[config.mk]
export PLATFORM = sky130hd
export DESIGN_NAME = demux_bin_stream_flat
export DESIGN_NICKNAME = d
export VERILOG_FILES = /design/src/rtl/demux_bin_stream_if.sv /design/src/rtl/demux_bin_stream.sv /design/src/flat_wrapper.sv
export SDC_FILE = /design/constraint.sdc
export NUM_CORES = 1
export LEC_CHECK = 0
export BUFFER_PORTS_ARGS = -buffer_cell sky130_fd_sc_hd__buf_2
export CORE_MARGIN = 3
export CORE_UTILIZATION = 40
export CTS_CLUSTER_SIZE = 16
export DETAILED_ROUTE_END_ITERATION = 6
export GPL_ROUTABILITY_DRIVEN = 0
export GPL_TIMING_DRIVEN = 0
export PLACE_DENSITY = 0.81
export SETUP_SLACK_MARGIN = 0.4
export SLEW_MARGIN = 40
export SYNTH_ARGS = -nofsm -noshare
export SYNTH_HDL_FRONTEND = slang
export SYNTH_SLANG_ARGS = --single-unit
[constraint.sdc]
create_clock -name clk -period 2.7 [get_ports clk]
set_input_delay 0.405 -clock clk [delete_from_list [all_inputs] [get_ports clk]]
set_output_delay 0.405 -clock clk [all_outputs]
set_load 0.03 [all_outputs]
[src/rtl/demux_bin_stream_if.sv]
// Stream bundle for demux_bin_stream: one tagged input stream, WIDTH output streams
// sharing a single payload bus.
interface demux_bin_stream_if #(
  parameter type DAT_T = logic [8-1:0],
  parameter int  WIDTH = 32
);
  localparam int WIDTH_LOG = $clog2(WIDTH);

  logic                 i_vld;
  logic                 i_rdy;
  logic [WIDTH_LOG-1:0] i_bin;
  DAT_T                 i_dat;
  logic [WIDTH-1:0]     o_vld;
  logic [WIDTH-1:0]     o_rdy;
  DAT_T                 o_dat;

  modport slave (
    input  i_vld, i_bin, i_dat, o_rdy,
    output i_rdy, o_vld, o_dat
  );

  modport master (
    output i_vld, i_bin, i_dat, o_rdy,
    input  i_rdy, o_vld, o_dat
  );
endinterface

[src/rtl/demux_bin_stream.sv]
// Registered binary-select stream demultiplexer: one holding stage, full throughput,
// out-of-range indices are accepted, dropped and counted in a saturating counter.
module demux_bin_stream #(
  parameter type DAT_T = logic [8-1:0],
  parameter int  WIDTH = 32,
  parameter int  CNT_W = 8
) (
  input  logic               clk,
  input  logic               rst,
  demux_bin_stream_if.slave  bus,
  output logic               err,
  output logic [CNT_W-1:0]   err_cnt
);
  localparam int                   WIDTH_LOG = $clog2(WIDTH);
  localparam logic [WIDTH_LOG:0]   BIN_LIM   = (WIDTH_LOG+1)'(WIDTH);

  logic                 r_vld_p0;
  logic [WIDTH_LOG-1:0] r_bin_p0;
  DAT_T                 r_dat_p0;
  logic                 r_err_p0;
  logic [CNT_W-1:0]     r_cnt_p0;

  logic w_sel_rdy;
  logic w_out_xfer;
  logic w_in_xfer;
  logic w_in_range;

  assign w_sel_rdy  = bus.o_rdy[r_bin_p0];
  assign w_out_xfer = r_vld_p0 && w_sel_rdy;
  assign w_in_range = ({1'b0, bus.i_bin} < BIN_LIM);
  assign w_in_xfer  = bus.i_vld && bus.i_rdy;

  assign bus.i_rdy = !r_vld_p0 || w_sel_rdy;
  // Destination decode happens only on the registered index.
  assign bus.o_vld = r_vld_p0 ? (WIDTH'(1) << r_bin_p0) : '0;
  assign bus.o_dat = r_dat_p0;
  assign err       = r_err_p0;
  assign err_cnt   = r_cnt_p0;

  // Stage p0: holding register plus drop reporting
  always_ff @(posedge clk) begin
    if (rst) begin
      r_vld_p0 <= 1'b0;
      r_bin_p0 <= '0;
      r_dat_p0 <= '0;
      r_err_p0 <= 1'b0;
      r_cnt_p0 <= '0;
    end else begin
      r_err_p0 <= w_in_xfer && !w_in_range;
      if (w_in_xfer && w_in_range) begin
        r_vld_p0 <= 1'b1;
        r_bin_p0 <= bus.i_bin;
        r_dat_p0 <= bus.i_dat;
      end else if (w_out_xfer) begin
        r_vld_p0 <= 1'b0;
      end
      if (w_in_xfer && !w_in_range && (r_cnt_p0 != '1))
        r_cnt_p0 <= r_cnt_p0 + 1'b1;
    end
  end
endmodule

[src/flat_wrapper.sv]
// flat-port wrapper written by rule: the top's interface ports become plain ports
module demux_bin_stream_flat 
#(
  parameter type DAT_T = logic [8-1:0],
  parameter int  WIDTH = 32,
  parameter int  CNT_W = 8
)
  (clk, rst, err, err_cnt, bus_i_vld, bus_i_bin, bus_i_dat, bus_o_rdy, bus_i_rdy, bus_o_vld, bus_o_dat);
  demux_bin_stream_if #(.DAT_T(DAT_T), .WIDTH(WIDTH)) bus_i ();
  input  logic clk;
  input  logic rst;
  output logic err;
  output logic [CNT_W-1:0] err_cnt;
  input wire logic [$bits(bus_i.i_vld)-1:0] bus_i_vld;
  input wire logic [$bits(bus_i.i_bin)-1:0] bus_i_bin;
  input wire logic [$bits(bus_i.i_dat)-1:0] bus_i_dat;
  input wire logic [$bits(bus_i.o_rdy)-1:0] bus_o_rdy;
  output wire logic [$bits(bus_i.i_rdy)-1:0] bus_i_rdy;
  output wire logic [$bits(bus_i.o_vld)-1:0] bus_o_vld;
  output wire logic [$bits(bus_i.o_dat)-1:0] bus_o_dat;
  assign bus_i.i_vld = bus_i_vld;
  assign bus_i.i_bin = bus_i_bin;
  assign bus_i.i_dat = bus_i_dat;
  assign bus_i.o_rdy = bus_o_rdy;
  assign bus_i_rdy = bus_i.i_rdy;
  assign bus_o_vld = bus_i.o_vld;
  assign bus_o_dat = bus_i.o_dat;
  demux_bin_stream #(.DAT_T(DAT_T), .WIDTH(WIDTH), .CNT_W(CNT_W)) u_core (.clk(clk), .rst(rst), .bus(bus_i), .err(err), .err_cnt(err_cnt));
endmodule
==> results of run 1 <==
metal layers:
metal,vias to the layer above,GRT usage
met4,0,0.04848
met1,577,0.1932
met3,4,0.02066
li1,682,-
met2,71,0.3528
met5,-,0
cell type report:
type                    instances  share of cell area
clock buffers                   3             0.01218
plain buffers                  20             0.08119
well taps                      42             0.02842
multi-input cells             122              0.4662
flip-flops and latches         14              0.1522
inverters                       1            0.002030
repair buffers                 91              0.2578
sequential cells by signal, summed over array words and instances, names as in the netlist:
| register | count |
|---|---|
| u_core.bus.o_dat | 8 |
| u_core.r_bin_p0 | 5 |
| u_core.r_vld_p0 | 1 |
timing repair:
action                     in CTS  in global routing
pin swaps                       3                  1
gates resized for setup        10                  1
cloned                          0                  0
setup endpoints to repair       1                  1
setup buffers                   3                  0
worst max-delay path, delay by kind of cell, from the launching register on:
family,cells,cell delay [ps]
flops,1,350
compound gates,1,320
mux,1,540
simple gates,1,260
buf+inv,2,270
Yosys cell counts (all sizes together):
library cell,number
nor2b,4
mux4,5
mux2i,25
nand3b,1
a21oi,1
dfxtp,14
a32oi,1
or2,1
conb,1
nand2,5
nand4,1
clkbuf,4
and3,1
inv,1
nor2,33
nand3,4
nand2b,28
a2111oi,1
and4b,1
and3b,1
buf,16
cells by family (layout without fill, tap and decap cells):
| kind of cell | Yosys count | in the layout | share of synthesized area |
|---|---|---|---|
| AND/OR/NAND/NOR | 80 | 80 | 0.3270 |
| other | 1 | 9 | 0.002997 |
| buffers and inverters | 21 | 115 | 0.1200 |
| AO/OA/AOI/OAI | 3 | 3 | 0.03300 |
| flip-flops | 14 | 14 | 0.2240 |
| multiplexers | 30 | 30 | 0.2930 |
metrics by stage:
stage               worst slack (ps)  utilization  cells  hold slack [ps]
floorplan                      622.5            -    157            520.5
detailed placement             363.0       0.6168    287            467.9
global route                   204.1       0.6429    293            379.8
finish                         282.7       0.6429    293            367.1
CTS                            280.2       0.6403    293            365.4
global placement               368.2       0.6168    287            457.1
path summary, 6_finish.rpt:
path,from,endpoint,slack [ps]
max reg2reg,u_core.r_bin_p0[1],u_core.bus.o_dat[3],590
min reg2reg,u_core.bus.o_dat[7],u_core.bus.o_dat[7],480
max,u_core.r_bin_p0[1],bus_i_rdy,280
min,bus_i_vld,u_core.r_vld_p0,370
power groups by stage:
stage          sequential (mW)  combinational, mW  clock (mW)
3_3_place_gp             0.243              0.260           0
4_1_cts                  0.240              0.279       0.119
6_report                 0.240              0.280       0.115
5_1_grt                  0.243              0.304       0.123
3_5_place_dp             0.243              0.264           0
2_1_floorplan            0.260              0.174           0
cell usage in the layout (no fill, tap or decap):
cell,netlist,routed
sky130_fd_sc_hd__dfxtp_2,0,1
sky130_fd_sc_hd__buf_6,2,5
sky130_fd_sc_hd__dfxtp_1,14,13
sky130_fd_sc_hd__clkbuf_4,0,3
sky130_fd_sc_hd__nor2_1,33,33
sky130_fd_sc_hd__buf_2,2,89
sky130_fd_sc_hd__buf_4,10,12
sky130_fd_sc_hd__mux4_2,4,5
sky130_fd_sc_hd__buf_12,1,1
sky130_fd_sc_hd__a2111oi_4,1,1
sky130_fd_sc_hd__nand2b_1,28,28
sky130_fd_sc_hd__and3b_2,1,1
sky130_fd_sc_hd__and3_1,1,1
sky130_fd_sc_hd__or2_2,1,1
sky130_fd_sc_hd__mux2i_1,25,25
sky130_fd_sc_hd__nand3_1,4,4
sky130_fd_sc_hd__and4b_1,1,1
sky130_fd_sc_hd__nand4_1,1,1
sky130_fd_sc_hd__conb_1,1,9
sky130_fd_sc_hd__a21oi_1,1,1
sky130_fd_sc_hd__nand2_1,5,5
sky130_fd_sc_hd__clkbuf_1,4,4
sky130_fd_sc_hd__nor2b_4,0,1
sky130_fd_sc_hd__nand3b_1,1,1
sky130_fd_sc_hd__a32oi_2,0,1
sky130_fd_sc_hd__inv_1,1,1
sky130_fd_sc_hd__nor2b_1,4,3
==> qor_table.md, run 1 <==
| Group | Parameter | This run |
|---|---|---|
| route | Count of unresolved DRC violations after routing | 0 |
| timing | Final setup viols | 0 |
| layout | Multi-input combinational cell area | 862.1 um2 |
| timing | Count of pins over their slew limit | 0 |
| logic synthesis | Synth top area share | 0.2240 |
| clock tree | CTS Hold Buffers Added | 0 |
| layout | Antenna diode instance count | 0 |
| global routing | Maximum number of pins on one net before global-route repair | 11 |
| logic synthesis | Yosys synthesis warning count | 0 |
| timing | RSZ-0062 raised after global routing | yes |
| layout | Fillers | 287 |
| route | Post-route ant nets | 0 |
| clock tree | Clock buffers created by TritonCTS | 3 |
| power and ir drop | Power density relative to cell area | 342.9 nW/um2 |
| power and ir drop | Clock group share of total power | 0.181 |
| timing | Post-route fraction of the period consumed by the critical path | 0.8953 |
| power and ir drop | Int Power | 410.3 uW |
| critical path | Most repeated library cell on the critical path | sky130_fd_sc_hd__buf_6 |
| logic synthesis | Post-synth cell types | 26 |
| critical path | Crit-path slowest cell | sky130_fd_sc_hd__mux4_2 |
| layout | Synth-to-Final Area Change | 47.80% |
| critical path | Peak per-stage delay on the critical path | 540 ps |
| timing | Maximum frequency from static timing analysis | 0.4137 GHz |
| timing | Period minus WS final | 2417 ps |
| clock tree | Total clock sinks | 14 |
| floorplanning | Core ar. | 2877 um2 |
| critical path | Kind of start point of the critical path | flip-flop |
| power and ir drop | Logic pwr share | 0.441 |
| global routing | Number of global-route vias before repair | 1258 |
| route | Via-per-instance ratio | 4.553 |
| worst hold path | Worst hold path cell count | 3 |
| power and ir drop | Total net switching power | 223.9 uW |
| layout | Final nets | 301 |
| flow run | Total of max-cap violations | 0 |
| place | Estimated wirelength of the detail-placed design | 2.812 mm |
| critical path | Biggest fanout along the worst timing path | 6 |
| global routing | Global Route Usage Sum | 0.1770 |
| logic synthesis | Post-synthesis register bit count | 14 |
| logic synthesis | Largest area contributor in the synthesized netlist | sky130_fd_sc_hd__dfxtp_1 |
| clock tree | CTS tree | done |
| route | Routed wirelength normalized by instance count | 11.46 um |
| clock tree | Clock edge transition at the registers on the reported setup and hold paths | 80 ps |
| floorplanning | Height of the die | 61.93 um |
| power and ir drop | Leakage power summed over all cells | 0.9576 nW |
| power and ir drop | Switching power share of the total | 0.3530 |
| clock tree | Clock latency on the worst-skew pair | 280 ps |
| layout | Sequential cell area | 281.5 um2 |
| global routing | Overflow left after global routing | 0 |
| place | DP Area | 1774 um2 |
| timing | Final Hold Violating Endpoints | 0 |
| critical path | Count of cells along the worst register-to-register path | 9 |
| clock tree | Number of levels the H-tree was split into | 1 |
| floorplanning | Initial Utilization | 0.4350 |
| floorplanning | Horizontal die dimension | 61.93 um |
| route | Wire length the detailed router placed on met1 | 1.381 mm |
| route | Topmost layer with routed signal wires | met4 |
| place | Count of buffers from port buffering | 88 |
| power and ir drop | Max IR drop VDD | 0.2922 mV |
| timing | Setup Skew | 7.942 ps |
| logic synthesis | Mean cell area of the mapped netlist | 8.397 um2 |
| status | Status | finished clean |
| critical path | Data arrival at the endpoint of the critical path | 2010 ps |
| floorplanning | Top-Level Pins | 98 |
| route | Sum of routed wire length over all layers | 3.357 mm |
| critical path | Required time of the worst setup path | 2300 ps |
| global routing | Initial antenna violation count | 0 |
| logic synthesis | Dominant cells by area after synthesis | sky130_fd_sc_hd__dfxtp_1 (22%), sky130_fd_sc_hd__mux2i_1 (20%), sky130_fd_sc_hd__nand2b_1 (14%) |
| power and ir drop | Part of the power in registers | 0.378 |
| floorplanning | FP Rows | 19 |
| clock tree | Buffer cell driving the clock tree root | sky130_fd_sc_hd__clkbuf_4 |
| route | Number of violations reported at the end of detailed-routing iteration 0 | 38 |
| logic synthesis | Syn Std Cell Area | 1251 um2 |
| route | Number of vias in the routed layout | 1334 |
| route | Metal3 WL | 331 um |
| route | 1st-pass router iterations | 4 |
| logic synthesis | Seq/Total Area, Yosys | 0.2240 |
| global routing | Global-route wire length before repair | 5.181 mm |
| floorplanning | Die outline area | 3835 um2 |
| clock tree | Max clock buf depth | 2 |
| timing | Setup TNS | 0 ps |
| route | Met2 layer wire length in the routed design | 1.620 mm |
| critical path | Cell-by-cell trace of the critical path | buf_6 -> mux4_2 -> a2111oi_4 -> and3b_2 -> buf_6 |
| worst hold path | Type of the tightest min-delay check | in2reg |
| critical path | Worst Setup Path Type | reg2out |
| power and ir drop | PnR Total Power | 634.2 uW |
| critical path | Type of destination of the critical path | output port |
| logic synthesis | Cells after synthesis | 149 |
| layout | Proportion of layout cells with a drive suffix above 1 | 0.4821 |
| layout | Final Instance Area | 1849 um2 |
No activity file was read; power rests on OpenSTA's default activity.
==> run 2: changes to the inputs <==
--- a/config.mk
+++ b/config.mk
@@ -7,12 +7,12 @@
 export LEC_CHECK = 0
 export BUFFER_PORTS_ARGS = -buffer_cell sky130_fd_sc_hd__buf_2
 export CORE_MARGIN = 3
-export CORE_UTILIZATION = 40
+export CORE_UTILIZATION = 36
 export CTS_CLUSTER_SIZE = 16
 export DETAILED_ROUTE_END_ITERATION = 6
 export GPL_ROUTABILITY_DRIVEN = 0
 export GPL_TIMING_DRIVEN = 0
-export PLACE_DENSITY = 0.81
+export PLACE_DENSITY = 0.84
 export SETUP_SLACK_MARGIN = 0.4
 export SLEW_MARGIN = 40
 export SYNTH_ARGS = -nofsm -noshare
==> constraint.sdc (replaced) <==
create_clock -name clk -period 2 [get_ports clk]
set_input_delay 0.3 -clock clk [delete_from_list [all_inputs] [get_ports clk]]
set_output_delay 0.3 -clock clk [all_outputs]
set_load 0.03 [all_outputs]
==> qor_table.md, run 2 (synthesized netlist as in run 1, its figures left out) <==
| Group | Parameter | This run | vs previous |
|---|---|---|---|
| timing | Count of pins over their slew limit | 0 | unchanged |
| floorplanning | Core ar. | 3178 um2 | was 2877 um2 |
| timing | Maximum frequency from static timing analysis | 0.4062 GHz |  |
| timing | Measured slew at the worst slew-check pin | 607.0 ps |  |
| flow run | Total of max-cap violations | 0 | unchanged |
| place | Count of buffers from port buffering | 88 | unchanged |
| critical path | Timing startpoint of the critical path | u_core.r_bin_p0[1] | unchanged |
| timing | Post-route fraction of the period consumed by the critical path | 1.231 |  |
| timing | Final hold slack | 266.4 ps | was 367.1 ps |
| clock tree | CTS tree | done | unchanged |
| global routing | Overflow left after global routing | 0 | unchanged |
| global routing | Initial antenna violation count | 0 | unchanged |
| layout | Final nets | 316 | was 301 |
| global routing | Maximum number of pins on one net before global-route repair | 11 | unchanged |
| power and ir drop | Leakage power summed over all cells | 1.146 nW | was 0.9576 nW |
| critical path | Reg-to-reg critical path startpoint | u_core.r_bin_p0[1] | unchanged |
| timing | Setup Skew | 1.753 ps | was 7.942 ps |
| critical path | R2r setup slk | -460 ps | was 590 ps |
| critical path | Data arrival at the endpoint of the critical path | 2640 ps | was 2010 ps |
| layout | Leading cell type in the layout, fill and taps excluded | sky130_fd_sc_hd__buf_2 | unchanged |
| route | Via-per-instance ratio | 4.891 | was 4.553 |
| floorplanning | Initial Utilization | 0.3937 | was 0.4350 |
| clock tree | CTS Hold Buffers Added | 0 | unchanged |
| layout | Synth-to-Final Area Change | 108.1% | was 47.80% |
| critical path | Crit-path slowest cell | sky130_fd_sc_hd__mux4_2 | unchanged |
| route | 1st-pass router iterations | 4 | unchanged |
| worst hold path | Origin of the worst min-delay path | bus_i_vld | unchanged |
| layout | Antenna diode instance count | 0 | unchanged |
| layout | Most frequent cells in the layout | sky130_fd_sc_hd__buf_2 (55), sky130_fd_sc_hd__buf_6 (36), sky130_fd_sc_hd__nand2b_1 (28) | was sky130_fd_sc_hd__buf_2 (89), sky130_fd_sc_hd__nor2_1 (33), sky130_fd_sc_hd__nand2b_1 (28) |
| timing | Worst setup margin | -461.9 ps | was 282.7 ps |
| layout | Proportion of layout cells with a drive suffix above 1 | 0.6742 | was 0.4821 |
| timing | Relative slew margins | 0.5943 |  |
| power and ir drop | PnR Total Power | 1.110 mW | was 634.2 uW |
| clock tree | Number of levels the H-tree was split into | 1 | unchanged |
| route | Number of vias in the routed layout | 1521 | was 1334 |
| critical path | Peak per-stage delay on the critical path | 520 ps | was 540 ps |
| timing | Final Hold Violating Endpoints | 0 | unchanged |
| clock tree | Buffer cell driving the clock tree root | sky130_fd_sc_hd__clkbuf_4 | unchanged |
| clock tree | Clock latency on the worst-skew pair | 280 ps | about the same |
| timing | Final setup viols | 19 | was 0 |
| floorplanning | Top-Level Pins | 98 | unchanged |
| floorplanning | FP Rows | 20 | was 19 |
| power and ir drop | Max IR drop VDD | 0.4141 mV | was 0.2922 mV |
| critical path | Kind of start point of the critical path | flip-flop | unchanged |
| floorplanning | Die outline area | 4219 um2 | was 3835 um2 |
| status | Status | complete, but fails checks | was finished clean |
| critical path | Cell-by-cell trace of the critical path | mux4_2 -> nor2b_4 -> a2111oi_4 -> buf_4 -> and4b_1 -> buf_6 -> buf_12 -> buf_6 -> mux2i_1 | was buf_6 -> mux4_2 -> a2111oi_4 -> and3b_2 -> buf_6 |
| layout | Multi-input combinational cell area | 1164 um2 | was 862.1 um2 |
| global routing | Global-route wire length before repair | 7.355 mm | was 5.181 mm |
| clock tree | Clock edge transition at the registers on the reported setup and hold paths | 90 ps | was 80 ps |
| clock tree | Total clock sinks | 14 | unchanged |
| critical path | Worst Setup Path Type | reg2reg | was reg2out |
| status | Violated checks | negative setup slack |  |
| layout | Number of flip-flops in the largest register | 8 | unchanged |
| route | Sum of routed wire length over all layers | 5.314 mm | was 3.357 mm |
| critical path | Required time of the worst setup path | 2180 ps | was 2300 ps |
| route | Number of violations reported at the end of detailed-routing iteration 0 | 54 | was 38 |
| floorplanning | Height of the die | 64.96 um | was 61.93 um |
| global routing | Global Route Usage Sum | 0.2222 | was 0.1770 |
| worst hold path | Destination of the worst hold path | u_core.r_vld_p0 | unchanged |
| route | Count of unresolved DRC violations after routing | 0 | unchanged |
| place | Estimated wirelength of the detail-placed design | 2.839 mm | was 2.812 mm |
| critical path | R2R Path End | u_core.r_bin_p0[3] | was u_core.bus.o_dat[3] |
| timing | RSZ-0062 raised after global routing | yes | unchanged |
| critical path | Most repeated library cell on the critical path | sky130_fd_sc_hd__buf_6 | unchanged |
| critical path | Biggest fanout along the worst timing path | 3 | was 6 |
| power and ir drop | Power density relative to cell area | 426.5 nW/um2 | was 342.9 nW/um2 |
| critical path | Type of destination of the critical path | flip-flop | was output port |
| worst hold path | Type of the tightest min-delay check | in2reg | unchanged |
| layout | Fillers | 194 | was 287 |
| timing | Period minus WS final | 2462 ps |  |
| clock tree | Max clock buf depth | 2 | unchanged |
| route | Post-route ant nets | 0 | unchanged |
| global routing | Number of global-route vias before repair | 1538 | was 1258 |
| layout | Sequential cell area | 292.8 um2 | was 281.5 um2 |
| route | Routed wirelength normalized by instance count | 17.09 um | was 11.46 um |
| worst hold path | Worst hold path cell count | 3 | unchanged |
| critical path | Count of cells along the worst register-to-register path | 9 | unchanged |
| floorplanning | Horizontal die dimension | 64.96 um | was 61.93 um |
| clock tree | Clock buffers created by TritonCTS | 3 | unchanged |
==> run 2: changes by cell type in the layout (fill, tap and decap cells not counted), sizes merged <==
cell    change
buf        +15
clkbuf      +1
==> run 2: how the worst max path moves through the flow <==
stage,slack [ps],to,depth (start not counted)
floorplan,-7,u_core.r_bin_p0[1],7
global placement,-120,u_core.r_bin_p0[1],8
detailed placement,-150,u_core.bus.o_dat[5],8
CTS,-380,bus_i_rdy,6
global route,-550,u_core.r_bin_p0[3],9
finish,-460,u_core.r_bin_p0[3],9
==> run 2: critical path, delay by kind of cell, from the launching register on <==
kind	cells	cell delay, ps
AOI/OAI and AO/OA	1	360
buffers and inverters	4	520
DFF	1	400
muxes	2	720
and+or+nand+nor	2	340
==> run 2: layout make-up <==
cell class                      instances  share of cell area
Timing Repair Buffer                  106              0.3253
Tap cell                               44             0.02114
Inverter                                1            0.001442
Sequential cell                        14              0.1124
Clock buffer                            4             0.01394
Multi-Input combinational cell        122              0.4469
Buffer                                 20             0.07881
==> run 2: timing repair <==
action                                  CTS  global route
cloned                                    2             0
endpoints found under the setup margin   47            47
resized for setup                       128            22
buffers inserted                          8             8
pin swaps                                15            11
==> run 2: per-layer routing <==
| metal | vias up | global-route usage | part of all wire |
|---|---|---|---|
| met5 | - | 0 | 0 |
| met4 | 0 | 0.08707 | 0.026 |
| met3 | 12 | 0.04333 | 0.060 |
| met2 | 75 | 0.3972 | 0.54 |
| met1 | 716 | 0.2574 | 0.37 |
| li1 | 718 | - | - |
==> run 2: per-stage QoR <==
stage | setup TNS (ps) | worst slack [ps] | utilization | area (um2) | cells
after floorplan | -51.02 | -7.236 | - | 1344 | 157
after global placement | -1252 | -120.8 | 0.5787 | 1839 | 289
after detailed placement | -1477 | -146.5 | 0.5787 | 1839 | 289
after CTS | -4430 | -377.8 | 0.7756 | 2465 | 303
after global routing | -7609 | -547.7 | 0.8193 | 2604 | 311
final | -5809 | -461.9 | 0.8193 | 2604 | 311
==> run 2: report_power, final <==
part           total [mW]  switching, mW  internal, mW
Sequential          0.328         0.0255         0.302
Clock               0.202         0.0917         0.111
Combinational       0.580          0.293         0.287
==> run 3: changes to the inputs <==
--- a/config.mk
+++ b/config.mk
@@ -5,14 +5,15 @@
 export SDC_FILE = /design/constraint.sdc
 export NUM_CORES = 1
 export LEC_CHECK = 0
+export ABC_AREA = 1
 export BUFFER_PORTS_ARGS = -buffer_cell sky130_fd_sc_hd__buf_2
 export CORE_MARGIN = 3
-export CORE_UTILIZATION = 36
+export CORE_UTILIZATION = 42
 export CTS_CLUSTER_SIZE = 16
 export DETAILED_ROUTE_END_ITERATION = 6
 export GPL_ROUTABILITY_DRIVEN = 0
 export GPL_TIMING_DRIVEN = 0
-export PLACE_DENSITY = 0.84
+export PLACE_DENSITY = 0.88
 export SETUP_SLACK_MARGIN = 0.4
 export SLEW_MARGIN = 40
 export SYNTH_ARGS = -nofsm -noshare
==> constraint.sdc (replaced) <==
create_clock -name clk -period 2.4 [get_ports clk]
set_input_delay 0.36 -clock clk [delete_from_list [all_inputs] [get_ports clk]]
set_output_delay 0.36 -clock clk [all_outputs]
set_load 0.03 [all_outputs]
==> qor_table.md, run 3 <==
| Group | Parameter | This run | vs previous |
|---|---|---|---|
| layout | Util after Layout | 0.6709 | was 0.8193 |
| logic synthesis | Prevailing post-synth register cell | sky130_fd_sc_hd__dfxtp_1 | unchanged |
| floorplanning | Initial Utilization | 0.4579 | was 0.3937 |
| timing | Post-route fraction of the period consumed by the critical path | 0.8234 |  |
| global routing | Overflow left after global routing | 0 | unchanged |
| logic synthesis | Ranking of synthesized cells by instance count | sky130_fd_sc_hd__nand2_1 (76), sky130_fd_sc_hd__inv_1 (45), sky130_fd_sc_hd__nor2_1 (45) | was sky130_fd_sc_hd__nor2_1 (33), sky130_fd_sc_hd__nand2b_1 (28), sky130_fd_sc_hd__mux2i_1 (25) |
| global routing | Global Route Usage Sum | 0.2038 | was 0.2222 |
| floorplanning | FP Rows | 20 | unchanged |
| critical path | R2R Path End | u_core.bus.o_dat[3] | was u_core.r_bin_p0[3] |
| layout | Number of flip-flops in the largest register | 8 | unchanged |
| timing | Final hold slack | 381.2 ps | was 266.4 ps |
| timing | RSZ-0062 raised after global routing | yes | unchanged |
| floorplanning | Core ar. | 3178 um2 | unchanged |
| clock tree | Number of levels the H-tree was split into | 1 | unchanged |
| timing | Maximum frequency from static timing analysis | 0.5061 GHz |  |
| timing | Setup Skew | 0.9459 ps | was 1.753 ps |
| critical path | Biggest fanout along the worst timing path | 5 | was 3 |
| clock tree | Total clock sinks | 14 | unchanged |
| route | Count of unresolved DRC violations after routing | 0 | unchanged |
| logic synthesis | Fraction of registers with async set or reset after synthesis | 0 | unchanged |
| route | 1st-pass router iterations | 4 | unchanged |
| floorplanning | Horizontal die dimension | 64.86 um | was 64.96 um |
| logic synthesis | Most used standard cell by instance count after synthesis | sky130_fd_sc_hd__nand2_1 | was sky130_fd_sc_hd__nor2_1 |
| clock tree | CTS tree | done | unchanged |
| layout | Post-layout instance count excluding filler cells | 415 | was 311 |
| floorplanning | Die outline area | 4207 um2 | was 4219 um2 |
| logic synthesis | Post-synth cell types | 19 | was 26 |
| route | Post-route ant nets | 0 | unchanged |
| critical path | Type of destination of the critical path | output port | was flip-flop |
| clock tree | Clock latency on the worst-skew pair | 270 ps | was 280 ps |
| layout | Antenna diode instance count | 0 | unchanged |
| clock tree | Buffer cell driving the clock tree root | sky130_fd_sc_hd__clkbuf_4 | unchanged |
| clock tree | Clock buffers created by TritonCTS | 3 | unchanged |
| global routing | Number of global-route vias before repair | 1788 | was 1538 |
| route | Sum of routed wire length over all layers | 4.343 mm | was 5.314 mm |
| timing | Final setup viols | 0 | was 19 |
| clock tree | Max clock buf depth | 2 | unchanged |
| place | Count of buffers from port buffering | 88 | unchanged |
| critical path | Data arrival at the endpoint of the critical path | 1620 ps | was 2640 ps |
| layout | Proportion of layout cells with a drive suffix above 1 | 0.3854 | was 0.6742 |
| timing | Final Hold Violating Endpoints | 0 | unchanged |
| critical path | R2r setup slk | 640 ps | was -460 ps |
| place | # placed instances | 406 | was 289 |
| layout | Most frequent cells in the layout | sky130_fd_sc_hd__buf_2 (92), sky130_fd_sc_hd__nand2_1 (75), sky130_fd_sc_hd__nor2_1 (45) | was sky130_fd_sc_hd__buf_2 (55), sky130_fd_sc_hd__buf_6 (36), sky130_fd_sc_hd__nand2b_1 (28) |
| clock tree | Clock edge transition at the registers on the reported setup and hold paths | 80 ps | was 90 ps |
| route | Routed wirelength normalized by instance count | 10.47 um | was 17.09 um |
| worst hold path | Origin of the worst min-delay path | rst | was bus_i_vld |
| critical path | Kind of start point of the critical path | flip-flop | unchanged |
| floorplanning | Height of the die | 64.86 um | was 64.96 um |
| global routing | Maximum number of pins on one net before global-route repair | 11 | unchanged |
| logic synthesis | Dominant cells by area after synthesis | sky130_fd_sc_hd__nand2_1 (20%), sky130_fd_sc_hd__dfxtp_1 (19%), sky130_fd_sc_hd__inv_1 (12%) | was sky130_fd_sc_hd__dfxtp_1 (22%), sky130_fd_sc_hd__mux2i_1 (20%), sky130_fd_sc_hd__nand2b_1 (14%) |
| critical path | Worst Setup Path Type | reg2out | was reg2reg |
| global routing | Global-route wire length before repair | 7.176 mm | was 7.355 mm |
| critical path | Reg-to-reg critical path startpoint | u_core.r_bin_p0[0] | was u_core.r_bin_p0[1] |
| logic synthesis | Seq/Total Area, Yosys | 0.1926 | was 0.2240 |
| critical path | Required time of the worst setup path | 2040 ps | was 2180 ps |
| timing | Count of pins over their slew limit | 0 | unchanged |
| worst hold path | Type of the tightest min-delay check | in2reg | unchanged |
| timing | Setup TNS | 0 ps | was -5809 ps |
| status | Status | finished clean | was complete, but fails checks |
| floorplanning | Top-Level Pins | 98 | unchanged |
| logic synthesis | Mean cell area of the mapped netlist | 5.470 um2 | was 8.397 um2 |
| logic synthesis | Synth top area share | 0.1960 | was 0.2240 |
| power and ir drop | Leakage power summed over all cells | 1.336 nW | was 1.146 nW |
| power and ir drop | Max IR drop VDD | 0.2577 mV | was 0.4141 mV |
| route | Number of violations reported at the end of detailed-routing iteration 0 | 102 | was 54 |
| logic synthesis | Largest area contributor in the synthesized netlist | sky130_fd_sc_hd__nand2_1 | was sky130_fd_sc_hd__dfxtp_1 |
| critical path | Timing startpoint of the critical path | u_core.r_bin_p0[0] | was u_core.r_bin_p0[1] |
| logic synthesis | Post-synthesis register bit count | 14 | unchanged |
| flow run | Total of max-cap violations | 0 | unchanged |
| logic synthesis | Cells after synthesis | 266 | was 149 |
| layout | Final nets | 421 | was 316 |
| logic synthesis | EDFF count, synth | 0 | unchanged |
| critical path | Worst setup path end | bus_i_rdy | was u_core.r_bin_p0[3] |
| layout | Synth-to-Final Area Change | 46.52% | was 108.1% |
| logic synthesis | Yosys synthesis warning count | 0 | unchanged |
| place | Estimated wirelength of the detail-placed design | 3.337 mm | was 2.839 mm |
| timing | Period minus WS final | 1976 ps |  |
| critical path | Count of cells along the worst register-to-register path | 13 | was 9 |
| logic synthesis | Syn Std Cell Area | 1455 um2 | was 1251 um2 |
| layout | Leading cell type in the layout, fill and taps excluded | sky130_fd_sc_hd__buf_2 | unchanged |
| power and ir drop | Power density relative to cell area | 412.1 nW/um2 | was 426.5 nW/um2 |
| route | Number of vias in the routed layout | 1885 | was 1521 |
| global routing | Initial antenna violation count | 0 | unchanged |
| route | Via-per-instance ratio | 4.542 | was 4.891 |
| power and ir drop | PnR Total Power | 878.6 uW | was 1.110 mW |
-- run 3: changes by cell type after synthesis, sizes merged, moves of 4 or more --
cell / delta
buf: +4
nand2: +81
mux2i: -25
nand3: +25
mux4: -5
inv: +47
nor2: +13
nand4: +15
nand2b: -28
nor2b: -4
-- run 3: final cells by class --
type | instances | area (um2)
Fill cell | 339 | 1046
Sequential cell | 14 | 282.8
Clock buffer | 3 | 22.52
Buffer | 24 | 176.4
Tap cell | 44 | 55.05
Timing Repair Buffer | 94 | 521.8
Inverter | 48 | 185.2
Multi-Input combinational cell | 188 | 888.4
-- run 3: report_power, final --
group	switching (mW)	internal [mW]	total (mW)
Sequential	0.0150	0.258	0.273
Clock	0.0676	0.0581	0.126
Combinational	0.294	0.186	0.480
-- run 3: kinds of logic (layout without fill, tap and decap cells) --
group / Yosys count / after routing / share of synthesized area
flip-flops: 14 / 14 / 0.1926
AO/OA/AOI/OAI: 1 / 1 / 0.003436
AND/OR/NAND/NOR: 178 / 178 / 0.5580
buffers and inverters: 72 / 169 / 0.2433
other: 1 / 9 / 0.002577
-- run 3: worst max-delay path, cell delays in order, from the launching register on --
cell	delay (ps)
sky130_fd_sc_hd__dfxtp_2	320
sky130_fd_sc_hd__buf_6	130
sky130_fd_sc_hd__inv_6	50
sky130_fd_sc_hd__clkbuf_16	140
sky130_fd_sc_hd__nand2_1	50
sky130_fd_sc_hd__nand2_1	50
sky130_fd_sc_hd__nand2_1	50
sky130_fd_sc_hd__nand4_1	90
sky130_fd_sc_hd__nand3_2	110
sky130_fd_sc_hd__nand3_4	90
sky130_fd_sc_hd__nand2_2	80
sky130_fd_sc_hd__inv_1	50
sky130_fd_sc_hd__buf_6	130
-- run 3: metrics by stage --
| step | worst slack (ps) | area (um2) |
|---|---|---|
| 6_report | 423.9 | 2132 |
| 5_1_grt | 336.3 | 2132 |
| 4_1_cts | 404.0 | 2082 |
| 3_5_place_dp | 533.1 | 1981 |
| 3_3_place_gp | 576.4 | 1981 |
| 2_1_floorplan | 754.5 | 1485 |
-- run 3: how the worst min path moves through the flow --
stage                                     end  slack, ps  cells past startpoint
final                      u_core.r_bin_p0[4]        380                      4
after floorplan            u_core.r_bin_p0[4]        510                      4
after CTS                  u_core.r_bin_p0[4]        380                      4
after global placement    u_core.bus.o_dat[0]        500                      4
after global routing      u_core.bus.o_dat[0]        410                      4
after detailed placement  u_core.bus.o_dat[6]        510                      4
-- run 3: layer usage --
| layer | up-vias | global-route usage | part of all wire |
|---|---|---|---|
| met5 | - | 0 | 0 |
| met1 | 819 | 0.2345 | 0.39 |
| li1 | 995 | - | - |
| met3 | 6 | 0.02773 | 0.079 |
| met4 | 0 | 0.03958 | 0.0092 |
| met2 | 65 | 0.3946 | 0.52 |
-- run 3: what timing repair did --
| action | CTS | global route |
|---|---|---|
| hold buffers | 0 | 0 |
| cloned | 0 | 1 |
| pin swaps | 3 | 2 |
| setup buffers | 4 | 1 |
| gates resized for setup | 8 | 9 |
| endpoints found under the setup margin | 1 | 2 |
